<file path="config.mk">
export PLATFORM = sky130hd
export DESIGN_NAME = sign_correct_serial
export DESIGN_NICKNAME = d
export VERILOG_FILES = /design/src/rtl/sign_correct_serial_pkg.sv /design/src/rtl/sign_correct_serial_cla.sv /design/src/rtl/sign_correct_serial.sv
export SDC_FILE = /design/constraint.sdc
export NUM_CORES = 1
export LEC_CHECK = 0
export BUFFER_PORTS_ARGS = -buffer_cell sky130_fd_sc_hd__buf_2
export CAP_MARGIN = 20
export CELL_PAD_IN_SITES_DETAIL_PLACEMENT = 1
export CELL_PAD_IN_SITES_GLOBAL_PLACEMENT = 1
export CORE_MARGIN = 5
export CORE_UTILIZATION = 30
export CTS_BUF_LIST = sky130_fd_sc_hd__clkbuf_4 sky130_fd_sc_hd__clkbuf_8 sky130_fd_sc_hd__clkbuf_16
export DETAILED_ROUTE_END_ITERATION = 6
export PLACE_DENSITY_LB_ADDON = 0.15
export SETUP_SLACK_MARGIN = 0.1
export SLEW_MARGIN = 20
export SYNTH_ARGS = -nofsm -noshare
export SYNTH_HDL_FRONTEND = slang
export SYNTH_SLANG_ARGS = --single-unit
export TNS_END_PERCENT = 100
</file>
<file path="constraint.sdc">
create_clock -name clk -period 4.5 [get_ports clk]
set_clock_uncertainty 0.05 [all_clocks]
set_input_delay 0.225 -clock clk [delete_from_list [all_inputs] [get_ports clk]]
set_output_delay 0.225 -clock clk [all_outputs]
set_load 0.05 [all_outputs]
</file>
<file path="src/rtl/sign_correct_serial_pkg.sv">
// Shared definitions for the serial sign-correction stage: FSM states and byte width.
package sign_correct_serial_pkg;

    localparam int BYTE_W = 8;

    typedef enum logic [1:0] {
        IDLE = 2'd0,
        RUN  = 2'd1,
        DONE = 2'd2
    } state_t;

endpackage

</file>
<file path="src/rtl/sign_correct_serial_cla.sv">
// 8-bit adder built from generate/propagate terms; used as the per-byte incrementer.
module CLA_8bit (
    input  logic [7:0] a,
    input  logic [7:0] b,
    input  logic       cin,
    output logic [7:0] sum,
    output logic       cout
);

    logic [7:0] gen;
    logic [7:0] prop;
    logic       c;

    assign gen  = a & b;
    assign prop = a ^ b;

    always_comb begin
        sum = '0;
        c   = cin;
        for (int i = 0; i < 8; i++) begin
            sum[i] = prop[i] ^ c;
            c      = gen[i] | (prop[i] & c);
        end
        cout = c;
    end

endmodule

</file>
<file path="src/rtl/sign_correct_serial.sv">
// Converts an unsigned magnitude plus sign into a two's-complement product,
// negating one byte per cycle through a single 8-bit adder with a held carry.
module sign_correct_serial
    import sign_correct_serial_pkg::*;
#(
    parameter int WIDTH = 64
) (
    input  logic             clk,
    input  logic             rst,
    input  logic             in_valid,
    output logic             in_ready,
    input  logic [WIDTH-1:0] in_mag,
    input  logic             in_neg,
    output logic             out_valid,
    input  logic             out_ready,
    output logic [WIDTH-1:0] out_prod
);

    localparam int NBYTES = WIDTH / BYTE_W;
    localparam int IDX_W  = (NBYTES > 1) ? $clog2(NBYTES) : 1;

    state_t                state;
    state_t                next_state;
    logic [WIDTH-1:0]      mag;
    logic [WIDTH-1:0]      result;
    logic                  neg;
    logic                  carry;
    logic [IDX_W-1:0]      idx;
    logic                  last_byte;
    logic [BYTE_W-1:0]     cla_a;
    logic [BYTE_W-1:0]     cla_sum;
    logic                  cla_cout;

    assign last_byte = (idx == IDX_W'(NBYTES - 1));
    assign in_ready  = (state == IDLE);
    assign out_valid = (state == DONE);
    assign out_prod  = result;

    // Negation is ~mag + 1: invert each byte and let the carry flop supply the +1.
    assign cla_a = neg ? ~mag[BYTE_W*idx +: BYTE_W] : mag[BYTE_W*idx +: BYTE_W];

    CLA_8bit u_cla (
        .a    (cla_a),
        .b    (8'h00),
        .cin  (carry),
        .sum  (cla_sum),
        .cout (cla_cout)
    );

    always_ff @(posedge clk or posedge rst) begin
        if (rst) begin
            state <= IDLE;
        end else begin
            state <= next_state;
        end
    end

    always_comb begin
        next_state = state;
        case (state)
            IDLE:    if (in_valid) next_state = RUN;
            RUN:     if (last_byte) next_state = DONE;
            DONE:    if (out_ready) next_state = IDLE;
            default: next_state = IDLE;
        endcase
    end

    always_ff @(posedge clk or posedge rst) begin
        if (rst) begin
            mag    <= '0;
            neg    <= 1'b0;
            carry  <= 1'b0;
            idx    <= '0;
            result <= '0;
        end else begin
            case (state)
                IDLE: begin
                    if (in_valid) begin
                        mag   <= in_mag;
                        neg   <= in_neg;
                        carry <= in_neg;
                        idx   <= '0;
                    end
                end
                RUN: begin
                    // The carry out of the top byte is dropped, giving modulo 2^WIDTH.
                    result[BYTE_W*idx +: BYTE_W] <= cla_sum;
                    carry                        <= cla_cout;
                    if (!last_byte) idx <= idx + 1'b1;
                end
                default: ;
            endcase
        end
    end

endmodule
</file>
Word level (Yosys, flattened, before mapping)
Index checks and enable logic that the tools add are counted.
Widths: inputs -> output; s select.
- memories kept: 0
- word-level logic and storage cells: 52
- memory bits (read-only): 0
- memory bits (writable): 0
- input bits: 69
- output and inout bits: 66
- latch bits: 0
- register bits: 135
- divide/modulo/power cells: 0
- muxes and demuxes: 11
- reductions and logical operators: 6
- bitwise operators: 17
- shifts and indexed selects: 3
- add/subtract/negate cells: 2
- order comparisons: 0
- multiply operators: 0
- eq/ne operators: 7
- operator list (operator ; count):
    $bwmux 64 ; 1
    $shift 8x34->64 const A ; 1
    $shiftx 64x7->8 ; 1
    $shiftx 8x34->64 ; 1
    $neg 6->34 ; 1
    $and 1x1->1 ; 8
    $mux 8 ; 1
    $not 8->8 ; 1
    $xor 1x1->1 ; 8
    $mux 2 ; 3
    $mux 3 ; 2
    $ne 2x2->1 const B ; 3
    $pmux 2 s3 ; 1
    $pmux 3 s2 ; 1
    $reduce_and 3->1 ; 2
    $reduce_and 2->1 ; 2
    $add 3x1->3 const B ; 1
    $eq 3x3->1 const B ; 1
    $eq 2x1->1 const B ; 1
    $eq 2x2->1 const B ; 1
    $logic_not 2->1 ; 1
    $ne 2x1->1 const B ; 1
    $pmux 1 s2 ; 1
    $reduce_bool 2->1 ; 1
    $mux 1 ; 1

Longest topological paths before layout
- depth in word-level cells: 13
- mapped depth: 15
- gate-level depth less buffers: 13

By module
Synthesis repeated with hierarchy kept, for this count alone.
- cell total of the unflattened synthesis: 422
- area, all modules: 6093.3 sq um
- modules (own cells, without submodules) (module ; cells each ; sequential area each (sq um) ; times used ; area an instance (sq um)):
    sign_correct_serial ; 404 ; 3378.2 ; 1 ; 5895.7
    CLA_8bit ; 18 ; 0.0 ; 1 ; 197.7

Least setup slack after synthesis
OpenSTA, ideal clock, no wires.
- path kind: register to register
- start: register idx[0]
- end: register result[55], in the netlist out_prod[55]
- setup slack: 982 ps
- data arrival time: 3343 ps
- path buffers: 2
- stages on the path, launching flop included: 16
- data required time: 4325 ps
- path through: dfrtp_1 buf_6 buf_4 mux2i_1 mux4_2 xnor2_1 ha_1 ha_1 ha_1 ha_1 ha_1 ha_1 ha_1 ha_1 and2_1 mux2_2
- word-level cells in the longest chain between the ends: 13
- RTL lines (what ; RTL line ; source):
    start, declared ; sign_correct_serial.sv:28 ; logic [IDX_W-1:0] idx;
    start signal, assigned ; sign_correct_serial.sv:89 ; if (!last_byte) idx <= idx + 1'b1;
    $shiftx 64x7->8 ; sign_correct_serial.sv:40 ; assign cla_a = neg ? ~mag[BYTE_W*idx +: BYTE_W] : mag[BYTE_W*idx +: BYTE_W];
    $not 8->8 ; sign_correct_serial.sv:40 ;
    $mux 8 ; sign_correct_serial.sv:40 ;
    $and 1x1->1 (7 in a row) ; sign_correct_serial_cla.sv:22 ; c = gen[i] | (prop[i] & c);
    $xor 1x1->1 ; sign_correct_serial_cla.sv:21 ; sum[i] = prop[i] ^ c;
    $shiftx 8x34->64 ; sign_correct_serial.sv:87 ; result[BYTE_W*idx +: BYTE_W] <= cla_sum;
    $bwmux 64 * ; sign_correct_serial.sv:87 ;
    end signal, assigned by index ; sign_correct_serial.sv:87 ;
    end, declared ; sign_correct_serial.sv:25 ; logic [WIDTH-1:0] result;
Every way passes the cells marked *; elsewhere a longest branch is shown, timed or not.
A chain may end at the register's enable or synchronous reset.

Worst setup path after layout
Ends and elaborated chain as after synthesis.

==> flow_summary.yaml <==
placement:
  dpl.hpwl_um: 11800
  placed_area_mm2: 0.00704
  port_buffers: 134
  place.gp.congestion: 0.740
die:
  die_h_um: 153
  coreArea_mm2: 0.0202
  floorplan.initialDensity_pct: 30.4
  design.die.area_mm2: 0.0234
  die_w_um: 153
  ios: 135
  rows: 52
setup_path:
  crit_path_frequent_cell: "ha_1"
  crit_family: "adder cells"
  critPathLaunchType: "flip-flop"
  cp_data_required_time_ns: 4.76
  worstPathArrival_ns: 4.11
  cp_max_fo: 13
  path_buf_inv: 0
  cp_cell_sequence: "mux2i_1 -> mux4_2 -> xnor2_1 -> ha_1 -> ha_1 -> ha_1 -> ha_1 -> ha_1 -> ha_1 -> ha_1 -> ha_1 -> and2_1 -> mux2_2"
  end_kind: "flip-flop"
  max_stage_delay_ns: 0.76
  critPathSlowestCell: "dfrtp_1"
  worst-setup-path-type: "reg -> reg"
cts:
  cts_tree: "yes"
  cts-resized-gates: 0
  worst_skew_pair.late_latency_ns: 0.42
  clockBufferDepth: 2
  cts-root-buf: "clkbuf_16"
  cts_made_buffers: 17
  h-tree-depth: 4
  hold_buffers: 63
  clock_sinks: 135
  clkTransAtPathRegs_ns: 0.06
  postCtsSetupBuffers: 0
synth:
  synthesis.nets: 517
  synth_cell_types: 39
  postSynthRegisterBits: 135
  syn_inst: 436
  synth_area_leaders: "dfrtp_1 (55%), mux2_2 (23%), mux2i_1 (3.8%)"
  syn-cell-area_mm2: 0.00612
  yosysTopAreaCell: "dfrtp_1"
  yosysSeqAreaShare_pct: 55.2
  avgSynthCellArea_um2: 14.0
  yosysWarnings: 0
  yosysTopAreaCellShare_pct: 55.2
drt:
  routed_wl_um: 16600
  firstDrtPassIters: 4
  dr_wl_met3_um: 704
  vias: 4214
  via_per_inst: 4.58
  drt_iter0_markers: 126
  top_layer_used: "met4"
  met2WireLength_um: 8440
  ant_nets: 0
  wire_per_inst_um: 18.0
  drc_errors: 0
  wl_met1_um: 7180
layout:
  utilization_pct: 40.9
  nFillCells: 2165
  multi_input_area_mm2: 0.00258
  final_area_mm2: 0.00824
  area_growth_pct: 34.6
  layout-drive-gt1-share_pct: 47.9
  finalNetCount: 717
  seq_area_mm2: 0.00338
power_and_ir_drop:
  switchingPower_mw: 3.30
  p_leak_nw: 3.86
  intPower_mw: 4.07
  p_per_area_mw_per_mm2: 895
  combPwrFrac_pct: 52.3
  ir_drop_v: 0.000374
  switching_share_pct: 44.8
  clockPowerShare_pct: 17.9
  pwr-share-seq_pct: 29.8
timing:
  setup_violations: 0
  grt_setup_unrepaired: "false"
  period_needed_ns: 3.85
  fin_crit_sh_pct: 85.6
  hold_violations: 0
  slew-limit-headroom_pct: 39.6
  finalMaxSlewViolations: 0
  tightest_slew_ns: 0.905
  fmax_mhz: 260
  finalSetupTns_ns: 0
global_routing:
  grt_pass1_vias: 4840
  track_usage_pct: 14.8
  grt_pass1_wl_um: 26900
  antenna_found_initial: 1
  grt_max_degree: 89
  grt_overflow: 0
job:
  maxCapViolations: 0
status:
  status: "completed"
worst_hold_path:
  hp-class: "in -> reg"
## cells in the final DEF, fill, tap and decap left out, types with 2 or more instances in the layout
master           n
nor2_1           5
inv_1            4
clkinv_2         4
a221oi_1         5
xnor2_1          3
clkinvlp_4       2
ha_1            12
o21ai_0         20
a22o_1           3
buf_4            6
nor2b_1         11
and2_1           8
dfrtp_1        135
mux2_2         124
clkbuf_4         5
clkbuf_8         2
xor2_1           5
clkbuf_16       17
nand2_1         29
mux4_2           3
buf_2          134
dlygate4sd3_1   63
o22ai_1          5
mux2i_1         23
## logic make-up after synthesis
kind of cell	share of synthesized area, %
AO/OA/AOI/OAI	3.94
XOR/XNOR	1.14
adder cells (fa/ha/maj)	2.45
buffers and inverters	2.70
flip-flops	55.2
multiplexers	27.7
AND/OR/NAND/NOR	6.93
## layout make-up
cell class	count	area share (%)
Clock inverter	8	0.896
Tap cell	270	4.10
Inverter	6	0.334
Clock buffer	24	5.95
Sequential cell	135	41.0
Antenna cell	1	0.0304
Multi-Input combinational cell	273	31.4
Timing Repair Buffer	203	16.3
## worst reg2reg max path: stages, from the launching register on
cell and delay [ns]:
dfrtp_1 0.76, mux2i_1 0.18, mux4_2 0.51, xnor2_1 0.15, ha_1 0.20, ha_1 0.19
ha_1 0.18, ha_1 0.19, ha_1 0.19, ha_1 0.18, ha_1 0.18, ha_1 0.34
and2_1 0.17, mux2_2 0.27
## metrics by stage
step	setup slack [ns]	instances	total power, mW	hold WS [ns]
final	0.649	920	7.37	0.0210
after CTS	0.583	919	7.51	0.00146
after detailed placement	0.628	824	6.11	0.384
after floorplan	0.614	436	5.00	0.261
after global routing	0.480	920	7.84	0.00965
after global placement	0.791	824	6.00	0.374
## layer usage
| metal | global-route usage [%] | vias up |
|---|---|---|
| li1 | - | 1959 |
| met1 | 18.1 | 2130 |
| met2 | 25.6 | 102 |
| met3 | 3.65 | 23 |
| met4 | 5.18 | 0 |
| met5 | 0 | - |
## power by group through the flow
stage,logic (mW),clock network [mW],registers (mW)
after floorplan,2.01,0,2.98
after global placement,3.79,0,2.21
after detailed placement,3.88,0,2.23
after CTS,3.94,1.36,2.21
after global routing,4.14,1.42,2.28
final,3.85,1.32,2.20
## sequential cells by signal, indices dropped and copies added (netlist names)
signal	flops
carry	1
idx	3
mag	64
neg	1
out_prod	64
state	2
## worst paths after layout
check	startpoint	to	slack, ns	cells past startpoint
worst min register to register	out_prod[28]	out_prod[28]	0.42	2
worst min-delay path	in_mag[24]	mag[24]	0.02	2
worst max register to register	idx[0]	out_prod[55]	0.65	13
min in group asynchronous	rst	out_prod[8]	0.44	3
worst max-delay path	idx[0]	out_prod[55]	0.65	13
max in group asynchronous	rst	out_prod[3]	2.83	4
## Yosys cell counts, drive strengths merged
| library cell | count |
|---|---|
| a21boi | 1 |
| xor2 | 5 |
| nand4 | 2 |
| a31oi | 1 |
| nand2 | 29 |
| and4b | 1 |
| nor2b | 11 |
| a221oi | 5 |
| clkbuf | 1 |
| nor3 | 1 |
| and2 | 8 |
| nand4b | 3 |
| ha | 12 |
| nor2 | 7 |
| inv | 6 |
| mux2 | 124 |
| o22ai | 5 |
| or2b | 1 |
| dfrtp | 135 |
| xnor2 | 3 |
| o31ai | 1 |
| mux2i | 23 |
| nand3b | 1 |
| a22o | 3 |
| o21ai | 20 |
| nor3b | 1 |
| a22oi | 1 |
| mux4 | 3 |
| nor4b | 1 |
| buf | 21 |
(Power assumes the default switching activity.)
